[src/rtl/alu_issue_ctrl.sv]
// Issue controller for a combinational 32-bit ALU: accepts one request, holds operands
// for SETTLE_CYC cycles, captures the result and returns it over a valid/ready handshake.
module alu_issue_ctrl #(
  parameter int unsigned SETTLE_CYC = 1,
  parameter int unsigned CNT_W      = 16
) (
  input  logic             clk,
  input  logic             clr,
  input  logic             req_valid,
  output logic             req_ready,
  input  logic [4:0]       req_op,
  input  logic [31:0]      req_a,
  input  logic [31:0]      req_b,
  output logic [31:0]      alu_a,
  output logic [31:0]      alu_b,
  output logic [4:0]       alu_op,
  input  logic [31:0]      alu_c,
  output logic             rsp_valid,
  input  logic             rsp_ready,
  output logic [31:0]      rsp_data,
  output logic             rsp_illegal,
  output logic             busy,
  output logic [CNT_W-1:0] done_count
);

  localparam int unsigned SetW = (SETTLE_CYC > 1) ? $clog2(SETTLE_CYC) : 1;
  localparam logic [SetW-1:0] SettleInit = SetW'(SETTLE_CYC - 1);

  typedef enum logic [1:0] {
    StIdle,
    StSettle,
    StResp
  } state_e;

  state_e            r_state;
  state_e            w_state_d;
  logic [SetW-1:0]   r_cnt;
  logic [31:0]       r_alu_a;
  logic [31:0]       r_alu_b;
  logic [4:0]        r_alu_op;
  logic [31:0]       r_rsp_data;
  logic              r_rsp_illegal;
  logic [CNT_W-1:0]  r_done_count;

  logic              w_accept;
  logic              w_capture;
  logic              w_rsp_hs;

  assign w_accept  = req_valid && (r_state == StIdle);
  assign w_capture = (r_state == StSettle) && (r_cnt == '0);
  assign w_rsp_hs  = rsp_ready && (r_state == StResp);

  // State register
  always_ff @(posedge clk or negedge clr) begin
    if (!clr) begin
      r_state <= StIdle;
    end else begin
      r_state <= w_state_d;
    end
  end

  // Next-state logic
  always_comb begin
    w_state_d = r_state;
    unique case (r_state)
      StIdle:   if (w_accept)  w_state_d = StSettle;
      StSettle: if (w_capture) w_state_d = StResp;
      StResp:   if (w_rsp_hs)  w_state_d = StIdle;
      default:                 w_state_d = StIdle;
    endcase
  end

  // Outputs decoded from state
  always_comb begin
    req_ready = 1'b0;
    rsp_valid = 1'b0;
    busy      = 1'b1;
    unique case (r_state)
      StIdle: begin
        req_ready = 1'b1;
        busy      = 1'b0;
      end
      StSettle: ;
      StResp:   rsp_valid = 1'b1;
      default: begin
        req_ready = 1'b0;
        busy      = 1'b1;
      end
    endcase
  end

  // Settle counter: loaded on acceptance, counts down to zero before capture
  always_ff @(posedge clk or negedge clr) begin
    if (!clr) begin
      r_cnt <= '0;
    end else if (w_accept) begin
      r_cnt <= SettleInit;
    end else if ((r_state == StSettle) && (r_cnt != '0)) begin
      r_cnt <= r_cnt - SetW'(1);
    end
  end

  // ALU operand/op registers change only on acceptance
  always_ff @(posedge clk or negedge clr) begin
    if (!clr) begin
      r_alu_a       <= '0;
      r_alu_b       <= '0;
      r_alu_op      <= '0;
      r_rsp_illegal <= 1'b0;
    end else if (w_accept) begin
      r_alu_a       <= req_a;
      r_alu_b       <= req_b;
      r_alu_op      <= req_op;
      r_rsp_illegal <= (req_op > 5'd3);
    end
  end

  always_ff @(posedge clk or negedge clr) begin
    if (!clr) begin
      r_rsp_data <= '0;
    end else if (w_capture) begin
      r_rsp_data <= alu_c;
    end
  end

  always_ff @(posedge clk or negedge clr) begin
    if (!clr) begin
      r_done_count <= '0;
    end else if (w_rsp_hs) begin
      r_done_count <= r_done_count + CNT_W'(1);
    end
  end

  assign alu_a       = r_alu_a;
  assign alu_b       = r_alu_b;
  assign alu_op      = r_alu_op;
  assign rsp_data    = r_rsp_data;
  assign rsp_illegal = r_rsp_illegal;
  assign done_count  = r_done_count;

endmodule

[config.mk]
export PLATFORM = sky130hd
export DESIGN_NAME = alu_issue_ctrl
export DESIGN_NICKNAME = d
export VERILOG_FILES = /design/src/rtl/alu_issue_ctrl.sv
export SDC_FILE = /design/constraint.sdc
export NUM_CORES = 1
export LEC_CHECK = 0
export CORE_ASPECT_RATIO = 0.9
export CORE_MARGIN = 2
export CORE_UTILIZATION = 35
export DETAILED_ROUTE_END_ITERATION = 8
export PLACE_DENSITY_LB_ADDON = 0.25
export SKIP_CTS_REPAIR_TIMING = 1
export SLEW_MARGIN = 20
export SYNTH_ARGS = -nofsm -noshare
export SYNTH_HDL_FRONTEND = slang
export SYNTH_SLANG_ARGS = --single-unit
[constraint.sdc]
create_clock -name clk -period 2.3 [get_ports clk]
set_input_delay 0.46 -clock clk [delete_from_list [all_inputs] [get_ports clk]]
set_output_delay 0.46 -clock clk [all_outputs]
set_load 0.01 [all_outputs]
# After elaboration in Yosys (flattened, before gate mapping)
# Index checks and enable logic that the tools add are counted.
[totals] ff_bits=121
[classes] magnitude_cmp=1 n_eq_ne=5 reduce_logical=7 n_addsub=2 n_mux=9 bitwise=1
[op_table] operator="$add A16 B1 Y16 const B" n=1
[op_table] operator="$mux W2" n=3
[op_table] operator="$ne A2 B2 Y1 const B" n=3
[op_table] operator="$pmux W2 S3" n=1
[op_table] operator="$gt A5 B2 Y1 const B" n=1
[op_table] operator="$mux W1" n=5
[op_table] operator="$logic_and A1 B1 Y1" n=4
[op_table] operator="$reduce_and A3 Y1" n=1
[op_table] operator="$eq A2 B1 Y1 const B" n=1
[op_table] operator="$eq A2 B2 Y1 const B" n=1
[op_table] operator="$logic_not A2 Y1" n=1
[op_table] operator="$reduce_bool A2 Y1" n=1
[op_table] operator="$not A1 Y1" n=1
[op_table] operator="$sub A1 B1 Y1 const B" n=1

# Longest topological paths before layout
[logic_depth] ltp_word=4 mapped_depth=7

# Worst setup path before layout
# No wires, ideal clock.
[synth_path] path_kind="reg-to-reg" start="reg r_state[1]" end="reg r_alu_a[0] (netlist: alu_a[0])" n_path_buf=2 path_stages_with_launch=7 arrival_ns=1.663 synth_period_minus_slack_ns=1.788 required_time_ns=2.175 path_slack_ns=0.512 setup_time_ns=0.125 cell_sequence="dfrtp_1 -> or2_1 -> inv_1 -> and2_1 -> buf_2 -> buf_6 -> mux2_2"
[synth_between] elab_chain_len=2
[synth_rtl] item="from (decl)" line_no="35" rtl="state_e r_state;"
[synth_rtl] item="from (signal assigned)" line_no="56" rtl="r_state <= StIdle;"
[synth_rtl] item="from (signal assigned)" line_no="58" rtl="r_state <= w_state_d;"
[synth_rtl] item="$logic_not A2 Y1" line_no="49" rtl="assign w_accept = req_valid && (r_state == StIdle);"
[synth_rtl] item="$logic_and A1 B1 Y1" line_no="49"
[synth_rtl] item="to (signal assigned)" line_no="111" rtl="r_alu_a <= req_a;"
[synth_rtl] item="to (decl)" line_no="38" rtl="logic [31:0] r_alu_a;"
# No other way between the ends.
# A chain may end at the register's enable or synchronous reset.

# Worst setup path in the final report
[layout_path] start="reg r_state[0]" end="out req_ready"
[layout_between] elab_chain_len=2
[layout_rtl] item="$logic_not A2 Y1" line_no="78" rtl="unique case (r_state)"
[layout_rtl] item="$mux W1" line_no="78"
[layout_rtl] item="to (decl)" line_no="10" rtl="output logic req_ready,"
# No other way between the ends.

==> impl_metrics.ini <==
[drt]
wl_um = 11300
drt-initial-drc-count = 116
num_vias = 3263
avgViaCountPerCell = 4.58
post-route-drc-count = 0
ant_nets = 0
wl_per_cell_um = 15.9
drt-pass1-iter-count = 4

[logic_synthesis]
synth_seq_area_share = 0.646
yosysTopAreaCell = dfrtp_1
synth_fp_nets = 399
synth-seq-cells = 121
yosysTopAreaCellShare = 0.646
syn_area_um2 = 4690
synth_common_cells = dfrtp_1 (121), mux2_2 (102), nor2_1 (9), xor2_1 (9), buf_6 (8)
synth_cell_types = 28
synth_ff_type = dfrtp_1
synth_cells = 293
ys_async_sr_fraction = 1.00
synth.most_common_cell = dfrtp_1
yosys_warnings = 0
synth_area_leaders = dfrtp_1 (65%), mux2_2 (25%), buf_6 (1.9%)
synth_edf_count = 0
syn_area_per_cell_um2 = 16.0

[sta]
max-slew-margin-rel = 0.713
setup-violations-final = 0
setup_slack_ps = 93.3
min_period_ps = 2210
min_period_over_period = 0.959
rsz0062_at_grt = no
hold_ws_ps = -11.6
slew_violations = 0
timing.fmax_ghz = 0.453
hold_viol_final = 9
clock_skew_ps = 4.11
tightest_slew_ps = 431

[worst_setup_path]
rr_endpoint = alu_a[28]
reg2regPathDepth = 5
start_kind = flip-flop
crit_path_max_fanout = 7
crit_path_end = req_ready
worstReg2RegStart = r_state[0]
crit_start = r_state[0]
rrSetupSlack_ps = 540
endpoint_kind = primary output
path_class = flip-flop to primary output
crit_arrival_ps = 1750
cp.required_ps = 1840

[clock_tree]
cts_tree = done
clock_latency_ps = 410
cts_root_buf = clkbuf_16
clkTransAtPathRegs_ps = 50
cts-buffers-inserted = 17
clockBufferDepth = 2
clkSinkCount = 121
htreeDepth = 4

[global_route]
grt_pass1_vias = 3594
grt_use_total = 0.167
antenna_found_initial = 0
grt_pass1_wl_um = 18500
grt_start_max_net_pins = 67
grt_overflow = 0

[hold_path]
hold_class = input pin to async pin

[place]
place.gp.congestion = 0.773
portBuffers = 225
post-place-ws_ps = 175
dp_hpwl_um = 8070

[cells_and_area]
nFillCells = 1097
drive_gt1_frac = 0.268
area_growth_pct = 65.5
multi_input_area_um2 = 1540
n_antenna_cell = 0
nNetsFinal = 638
regArea_um2 = 3030

[power_and_ir_drop]
power.leakage_nw = 3.27
powerDensity_nw_per_um2 = 1380
ir_drop_v = 0.000844
total_power_mw = 10.7

[floorplanning]
fp-row-count = 40
coreArea_um2 = 13200
die_area_um2 = 14300
pin_count = 226
start_util = 0.355
fp.dieH_um = 114
die_w_um = 126

[outcome]
failed_checks = negative hold slack
status = complete, but fails checks

[job]
drv_cap = 0
==> worst min path at each step <==
stage / from / endpoint / slack, ps / cells after the start
final: clr / rsp_data[16] / -10 / 1
after global routing: clr / rsp_data[16] / 5 / 1
after CTS: clr / rsp_data[16] / -10 / 1
after global placement: clr / rsp_data[16] / 420 / 1
after floorplan: clr / alu_a[0] / 160 / 0
after detailed placement: clr / rsp_data[16] / 430 / 1
==> registers in the layout, indices dropped and copies added (netlist names) <==
signal,flops
rsp_illegal,1
r_state,2
alu_a,32
alu_op,5
rsp_data,32
alu_b,32
r_cnt,1
done_count,16
==> power by group <==
| part | total (mW) | switching (mW) | leakage (nW) | internal [mW] |
|---|---|---|---|---|
| sequential | 3.63 | 0.524 | 1.43 | 3.10 |
| combinational | 4.30 | 1.53 | 1.53 | 2.77 |
| clock | 2.78 | 0.893 | 0.310 | 1.88 |
==> metrics by stage <==
| step | util | instance area (um^2) | setup TNS [ps] | hold slack [ps] | cells |
|---|---|---|---|---|---|
| final | 0.587 | 7750 | 0 | -11.6 | 712 |
| after global routing | 0.587 | 7750 | 0 | 4.57 | 712 |
| after CTS | 0.586 | 7740 | -4.35 | -14.0 | 711 |
| after detailed placement | 0.539 | 7130 | 0 | 427 | 680 |
| after global placement | 0.539 | 7130 | 0 | 424 | 680 |
| after floorplan | - | 4690 | 0 | 164 | 293 |
==> cell usage in the layout (no fill, tap or decap), types with 2 or more instances in the layout <==
cell type / synthesis / final
and3_1: 3 / 3
buf_12: 0 / 3
buf_4: 0 / 5
bufinv_16: 0 / 4
clkbuf_1: 0 / 2
clkbuf_16: 0 / 17
clkbuf_8: 0 / 3
clkdlybuf4s50_1: 0 / 224
clkinv_2: 0 / 5
dfrtp_1: 121 / 120
inv_1: 4 / 4
mux2_2: 102 / 102
nand2_1: 4 / 4
nand3_1: 4 / 4
nor2_1: 9 / 9
nor3_1: 2 / 2
nor3_2: 2 / 2
xnor2_1: 6 / 6
xor2_1: 9 / 9
==> kinds of logic after synthesis <==
family / synth area share
AOI/OAI and AO/OA: 0.00427
xor gates and xnor gates: 0.0280
adders and majority gates: 0.00267
buffers and inverters: 0.0267
DFF: 0.646
muxes: 0.247
and+or+nand+nor: 0.0449
==> metal layers <==
| metal | wire (um) | vias up | track usage |
|---|---|---|---|
| met3 | 1020 | 10 | 0.0765 |
| met5 | 0 | - | 0 |
| met1 | 4730 | 1609 | 0.195 |
| met4 | 158 | 0 | 0.0711 |
| met2 | 5410 | 139 | 0.269 |
| li1 | - | 1505 | - |
==> worst max-delay path: stages, from the launching register on <==
cell and delay, ps:
dfrtp_1 460, or2_1 260, inv_1 90, clkdlybuf4s50_1 540
==> layout make-up <==
cell class | instances | share of cell area
multi-input combinational | 156 | 0.199
clock inverter | 9 | 0.0187
sequential | 121 | 0.391
tap | 168 | 0.0271
clock buffer | 22 | 0.0612
inverter | 4 | 0.00194
timing repair buffer | 232 | 0.302
No activity file was read; power rests on OpenSTA's default activity.
